## src/rtl/demux_sel_sequencer.sv

```systemverilog
// Sequencer for a 1-to-8 demux: it walks select S across the enabled channels and drives data bit D on each.
// Optional macro DEMUX_SEQ_CNT_EN adds a 16-bit count of completed frames.
module demux_sel_sequencer #(
   parameter int unsigned HOLD_CYCLES = 1
) (
   input  logic        clk,
   input  logic        rst_n,
   input  logic        in_valid,
   output logic        in_ready,
   input  logic [7:0]  in_data,
   input  logic [7:0]  in_mask,
   output logic        D,
   output logic [2:0]  S,
   output logic        d_strobe,
   output logic        busy,
`ifdef DEMUX_SEQ_CNT_EN
   output logic        done,
   output logic [15:0] frame_cnt
`else
   output logic        done
`endif
);

   if (HOLD_CYCLES < 1 || HOLD_CYCLES > 255) begin : g_bad_hold
      $error("demux_sel_sequencer: HOLD_CYCLES must be within 1..255");
   end

   localparam logic [7:0] HOLD_RELOAD = 8'(HOLD_CYCLES - 1);

   typedef enum logic [1:0] {IDLE, DRIVE, DONE} state_t;

   state_t      state, state_n;
   logic [7:0]  data_q, data_n;
   logic [7:0]  rem_q, rem_n;     // enabled channels not yet driven
   logic [7:0]  cnt_q, cnt_n;
   logic [2:0]  s_n;
   logic        d_n, strobe_n, busy_n, done_n, ready_n;

   function automatic logic [2:0] lowest_idx(input logic [7:0] m);
      lowest_idx = 3'd0;
      for (int i = 7; i >= 0; i--)
         if (m[i]) lowest_idx = i[2:0];
   endfunction

   // NOTE: every output of this block is assigned a default before the case statement, so no latch is inferred.
   always_comb begin
      state_n  = state;
      data_n   = data_q;
      rem_n    = rem_q;
      cnt_n    = cnt_q;
      s_n      = 3'd0;
      d_n      = 1'b0;
      strobe_n = 1'b0;
      busy_n   = 1'b0;
      done_n   = 1'b0;
      ready_n  = 1'b0;
      case (state)
         IDLE: begin
            ready_n = 1'b1;
            if (in_valid && in_ready) begin
               data_n  = in_data;
               busy_n  = 1'b1;
               ready_n = 1'b0;
               if (in_mask != 8'd0) begin
                  state_n  = DRIVE;
                  s_n      = lowest_idx(in_mask);
                  d_n      = in_data[s_n];
                  strobe_n = 1'b1;
                  rem_n    = in_mask & (in_mask - 8'd1);
                  cnt_n    = HOLD_RELOAD;
               end else begin
                  state_n = DONE;
                  done_n  = 1'b1;
               end
            end
         end
         DRIVE: begin
            busy_n = 1'b1;
            if (cnt_q != 8'd0) begin
               cnt_n    = cnt_q - 8'd1;
               s_n      = S;
               d_n      = D;
               strobe_n = 1'b1;
            end else if (rem_q != 8'd0) begin
               s_n      = lowest_idx(rem_q);
               d_n      = data_q[s_n];
               strobe_n = 1'b1;
               rem_n    = rem_q & (rem_q - 8'd1);
               cnt_n    = HOLD_RELOAD;
            end else begin
               state_n = DONE;
               done_n  = 1'b1;
            end
         end
         DONE: begin
            state_n = IDLE;
            ready_n = 1'b1;
         end
         default: state_n = IDLE;
      endcase
   end

   // NOTE: sequential state uses non-blocking assignments so every register samples pre-edge values.
   always_ff @(posedge clk or negedge rst_n) begin
      if (!rst_n) begin
         state    <= IDLE;
         data_q   <= 8'd0;
         rem_q    <= 8'd0;
         cnt_q    <= 8'd0;
         S        <= 3'd0;
         D        <= 1'b0;
         d_strobe <= 1'b0;
         busy     <= 1'b0;
         done     <= 1'b0;
         in_ready <= 1'b0;
      end else begin
         state    <= state_n;
         data_q   <= data_n;
         rem_q    <= rem_n;
         cnt_q    <= cnt_n;
         S        <= s_n;
         D        <= d_n;
         d_strobe <= strobe_n;
         busy     <= busy_n;
         done     <= done_n;
         in_ready <= ready_n;
      end
   end

`ifdef DEMUX_SEQ_CNT_EN
   always_ff @(posedge clk or negedge rst_n) begin
      if (!rst_n)
         frame_cnt <= 16'd0;
      else if (done)
         frame_cnt <= frame_cnt + 16'd1;
   end
`endif

endmodule

```

## config.mk

```make
export PLATFORM = sky130hd
export DESIGN_NAME = demux_sel_sequencer
export DESIGN_NICKNAME = d
export VERILOG_FILES = /design/src/rtl/demux_sel_sequencer.sv
export SDC_FILE = /design/constraint.sdc
export NUM_CORES = 1
export LEC_CHECK = 0
export ABC_AREA = 1
export CAP_MARGIN = 40
export CORE_MARGIN = 4
export CORE_UTILIZATION = 54
export CTS_CLUSTER_DIAMETER = 60
export DETAILED_ROUTE_END_ITERATION = 6
export GPL_ROUTABILITY_DRIVEN = 0
export PLACE_DENSITY = 0.83
export SYNTH_ARGS = -nofsm -noshare
export SYNTH_HDL_FRONTEND = slang
export SYNTH_SLANG_ARGS = --single-unit
```

## constraint.sdc

```tcl
create_clock -name clk -period 1.9 [get_ports clk]
set_input_delay 0.38 -clock clk [delete_from_list [all_inputs] [get_ports clk]]
set_output_delay 0.38 -clock clk [all_outputs]
set_load 0.01 [all_outputs]
```

==> impl_metrics.ini, run 1 <==
[drt]
dr.pass1.iters = 4
vias = 1725
drcViolationCount = 0
postRouteAntennaNets = 0
via_per_inst = 5.074
dr.first_iter.drc_count = 88
post_drt_wl_per_cell_um = 12.34
wirelength_um = 4197

[final_layout]
diodes = 0
area.growth.synth_to_final_pct = 29.32
nets = 315
fillers = 268
drive_above_1_share_pct = 20.07

[yosys]
synth.distinct_cells = 33
synth_nets = 261
synth_mux_area_share_pct = 1.165
synth-warning-count = 0
ys_async_sr_fraction_pct = 100.0
synth_edf_count = 0
synth-simple-area-share_pct = 31.52
syn_inst = 240
synth_xor_area_share_pct = 1.359
synth_seq_area_share_pct = 42.72
synthAdderAreaFrac_pct = 1.294
synth_ff_type = dfrtp_1
syn_area_mm2 = 0.001933
yosys_register_bits = 33
synth_top_family_by_area = simple AND/OR/NAND/NOR gates
synth-compound-area-share_pct = 13.59
avgSynthCellArea_um2 = 8.055

[timing]
period_needed_ns = 1.814
fin_skew_ns = 0.009122
slew_headroom_pct = 72.10
fmax_mhz = 551.1
setup_violations = 0
finalHoldViolCount = 0
slew_violations = 0
worst_slack_ns = 0.08555
post-route-period-util_pct = 95.50
tightest_slew_ns = 0.4185

[die]
fp.dieH_um = 67.83
die_w_um = 67.83
design.die.area_mm2 = 0.004601
core-area_mm2 = 0.003390
start_util_pct = 57.03
ios = 27
std_cell_rows = 21

[power_and_ir_drop]
fin_total_pwr_mw = 1.220
pwr_density_cell_mw_per_mm2 = 488.2
p_leak_nw = 1.176
ir_drop_mv = 0.3735

[global_route]
grt_first_pass_wirelength_um = 6920
grt_use_met1_pct = 24.43
grt_max_degree = 34
antenna_found_initial = 0
use_met2_pct = 33.54
grt_pass1_vias = 1597
grt.overflow.total = 0
grt_use_met3_pct = 5.090
busiest_layer = met2
track_usage_pct = 20.12

[clock_tree]
clock-sinks = 33
numCtsBuffers = 5
ctsHoldBuffers = 0
cts_tree = yes
root_buffer = clkbuf_4
clk_pin_slew_ns = 0.10
clk_latency_ns = 0.34
clockBufferDepth = 2
htree_levels = 2

[min_path]
hold_class = in2async

[setup_path]
reg2reg_slack_ns = 0.09
worstPathRequired_ns = 2.15
critical_path.max_fanout = 8
critPathArrivalTime_ns = 2.07
endpoint_kind = flip-flop
path_class = reg2reg
r2r-start = cnt_q[2]
critPathLaunchType = flip-flop
r2r_end = rem_q[7]
reg2reg_depth = 9

[place]
hpwl_um = 3270
dpl_worst_slack_ns = -0.1781
port-buffer-count = 26

[status]
status = complete, no violations

[run]
cap_violations = 0
==> kinds of logic (layout without fill, tap and decap cells) <==
family / count (synthesis) / in the layout
AO/OA/AOI/OAI: 41 / 41
buffers and inverters: 41 / 95
adder cells (fa/ha/maj): 2 / 2
XOR/XNOR: 3 / 3
AND/OR/NAND/NOR: 118 / 118
flip-flops: 33 / 33
multiplexers: 2 / 2
==> layout make-up <==
type / instances / area [um^2] / area share (%)
multi-input cells: 166 / 964.7 / 38.59
flip-flops and latches: 33 / 827.0 / 33.08
repair buffers: 48 / 437.9 / 17.52
inverters: 40 / 157.7 / 6.306
well taps: 46 / 57.56 / 2.302
clock buffers: 7 / 55.05 / 2.202
==> worst max-delay path by stage <==
stage	depth (start not counted)	endpoint	slack (ns)	startpoint
2_1_floorplan	11	cnt_q[2]	0.21	cnt_q[0]
3_3_place_gp	16	D	-0.11	in_mask[7]
3_5_place_dp	10	rem_q[1]	-0.18	in_mask[4]
4_1_cts	10	rem_q[1]	0.05	cnt_q[1]
5_1_grt	9	rem_q[7]	-0.006	cnt_q[4]
6_report	9	rem_q[7]	0.09	cnt_q[2]
==> sequential cells by signal, indices dropped and copies added (netlist names) <==
name	flops
cnt_q	8
data_q	8
rem_q	7
S	3
state	2
D	1
busy	1
d_strobe	1
done	1
in_ready	1
==> synthesized netlist by cell type, types with 3 or more instances <==
library cell  number  area share [%]
nand3_1           22             5.7
nor2_1            22             4.3
o32ai_1            3             1.4
nor2_4             6             3.5
a21oi_1           14             3.6
inv_2              5            0.97
dfrtp_1           33              43
xnor2_1            3             1.4
o22ai_1            4             1.3
o21ai_0           11             2.8
nand2_1           55              11
inv_1             33             6.4
==> per-layer routing <==
layer	part of all wire [%]	up-vias
met4	2.7	0
met1	44	774
li1	-	886
met2	48	50
met5	0	-
met3	5.4	15
==> critical path, cell delays in order, from the launching register on <==
cell	delay, ns
dfrtp_2	0.45
nor2_4	0.16
nand2_2	0.09
nor4_4	0.31
nor2_4	0.09
nor2_4	0.18
nand2_8	0.09
nand2_4	0.12
inv_2	0.10
a22oi_2	0.15
==> what timing repair did <==
action	CTS	global route
hold endpoints to repair	0	0
endpoints found under the setup margin	0	9
resized for setup	0	5
buffers inserted	0	4
==> stage by stage <==
stage	hold WS, ns	setup TNS [ns]	util, %	std cells	instance area (um^2)
after global placement	0.4593	-1.336	70.65	329	2395
after CTS	0.4551	0	72.28	336	2450
after global routing	0.4799	-0.005600	73.75	340	2500
after detailed placement	0.4656	-2.226	70.65	329	2395
after floorplan	0.08441	0	-	240	1933
final	0.4390	0	73.75	340	2500
==> power breakdown <==
group	internal (mW)	switching, mW
Clock	0.174	0.228
Sequential	0.702	0
Combinational	0.0604	0.0553
==> cell usage in the layout, fill, tap and decap left out, drive strengths merged <==
master         Yosys  final
a31oi              1      1
o211ai             1      1
o21ai             13     13
nand3             22     22
a22oi              2      2
clkbuf             1      7
ha                 2      2
inv               40     40
o32ai              3      3
xnor2              3      3
a21boi             1      1
o211a              2      2
nand3b             2      2
o22ai              4      4
nor4               1      1
dfrtp             33     33
clkdlybuf4s50      0     26
buf                0     22
nor3               3      3
a21oi             14     14
nand2             59     59
nor2              31     31
mux2               2      2
Power figures use the tool's default switching activity.
==> inputs of run 2 (changes only) <==
Settings changed: CORE_MARGIN 4 to 5, SKIP_CTS_REPAIR_TIMING set to 1.
==> run 2 against run 1 <==
  * Die area up 6.0%
  * Combinational power is essentially flat
  * First-iteration DRC count is 8.0% lower
  * Flip-flop and latch count unchanged
  * Power rose by 3.8%
  * Count of clock-buffer cells in the layout is the same
  * Worst setup slack better by 0.012 ns
  * Sequential share of layout area shrank 0.31 points
  * Critical path depth grew 1
  * Clock skew about the same
==> impl_metrics.ini, run 2 (synthesis results as in run 1) <==
[setup_path]
crit_top_cell = nor2_4
critical_path.max_fanout = 7
critPathLaunchType = flip-flop
slowest_delay_ns = 0.43
path_class = reg2reg
endpoint_kind = flip-flop
path_cells = nor2_1, nand2_2, nor4_4, nor2_4, nor2_4, nand2_8, inv_6, nor2_4, xnor2_1, nor2_1
critPathArrivalTime_ns = 2.03
crit_slowest_cell = dfrtp_1
worstPathRequired_ns = 2.13

[place]
port-buffer-count = 26
place_area_mm2 = 0.002395
hpwl_um = 3344
dpl_worst_slack_ns = -0.1913

[global_route]
antenna_found_initial = 0
grt.overflow.total = 0
grt_pass1_vias = 1685
grt_first_pass_wirelength_um = 7383
track_usage_pct = 18.98
grt_max_degree = 34

[die]
core-area_mm2 = 0.003390
std_cell_rows = 21
start_util_pct = 57.03
fp.dieH_um = 69.83
ios = 27
design.die.area_mm2 = 0.004876
die_w_um = 69.83

[clock_tree]
cts_tree = yes
clk_pin_slew_ns = 0.10
clk_latency_ns = 0.33
root_buffer = clkbuf_4
clock-sinks = 33
htree_levels = 2
clockBufferDepth = 2
numCtsBuffers = 5

[drt]
via_per_inst = 5.224
drcViolationCount = 0
wirelength_um = 4475
postRouteAntennaNets = 0
post_drt_wl_per_cell_um = 13.05
dr.pass1.iters = 4
dr.first_iter.drc_count = 81
vias = 1792

[run]
cap_violations = 0

[power_and_ir_drop]
ir_drop_mv = 0.3951
pwr_density_cell_mw_per_mm2 = 501.3
p_leak_nw = 1.194

[final_layout]
nets = 317
drive_above_1_share_pct = 21.55
diodes = 0
final_common_cell = nand2_1
layout_common_cells = 54 x nand2_1, 33 x inv_1, 31 x dfrtp_1
area.growth.synth_to_final_pct = 30.74
stdcell_area_mm2 = 0.002527
final_core_util_pct = 74.57
largestRegisters = cnt_q: 8 flops, data_q: 8 flops, rem_q: 7 flops

[timing]
period_needed_ns = 1.802
post-route-period-util_pct = 94.85
fin_skew_ns = 0.008826
finalHoldViolCount = 0
fmax_mhz = 554.9
slew_violations = 0
worst_slack_ns = 0.09780
setup_violations = 0
slew_headroom_pct = 71.41
tightest_slew_ns = 0.4289

[status]
status = complete, no violations

[min_path]
hold_class = in2async
==> run 2: cell count changes in the layout (fill, tap and decap cells not counted), sizes merged <==
| cell | previous run | this run |
|---|---|---|
| buf | 22 | 24 |
| clkinv | 0 | 1 |
==> run 2: critical path, delay by kind of cell, from the launching register on <==
family                 cells  cell delay, ns
XOR/XNOR                   1            0.12
buffers and inverters      1            0.09
flip-flops                 1            0.43
AND/OR/NAND/NOR            8            1.05
==> run 2: stage by stage <==
step                      setup TNS [ns]  power, mW  hold slack, ns  instances
after floorplan                        0     0.7516         0.08441        240
after global placement            -1.349     0.8308          0.4567        329
after detailed placement          -2.637     0.8329          0.4679        329
after CTS                              0      1.284          0.4522        337
after global routing            -0.07396      1.324          0.4900        343
final                                  0      1.267          0.4524        343
==> run 2: per-layer routing <==
layer / wire length, um / global-route usage (%) / up-vias / share of wire [%]
met2: 2216 / 31.69 / 36 / 50
met5: 0 / 0 / - / 0
met3: 210 / 4.203 / 7 / 4.7
li1: - / - / 896 / -
met1: 1958 / 22.60 / 853 / 44
met4: 89 / 10.00 / 0 / 2.0
==> run 2: power by group <==
part / switching (mW) / internal (mW) / leakage, nW
logic: 0.0563 / 0.0605 / 0.795
clock network: 0.234 / 0.214 / 0.0413
registers: 0 / 0.702 / 0.357
==> run 2: final timing paths <==
kind	startpoint	to	slack, ns	cells after the start
worst min-delay path	rst_n	rem_q[1]	0.45	2
max in group asynchronous	rst_n	cnt_q[2]	1.13	2
min in group clk	cnt_q[0]	cnt_q[0]	0.48	1
worst max-delay path	cnt_q[4]	cnt_q[2]	0.1	10
worst max register to register	cnt_q[4]	cnt_q[2]	0.1	10
worst min register to register	cnt_q[0]	cnt_q[0]	0.48	1
==> run 2: final cells by class <==
cell class	instances	area, um^2
clock buffer	7	65.06
multi-input combinational	166	960.9
tap	46	57.56
sequential	33	828.3
inverter	40	157.7
timing repair buffer	50	452.9
clock inverter	1	5.005
fill	256	862.1
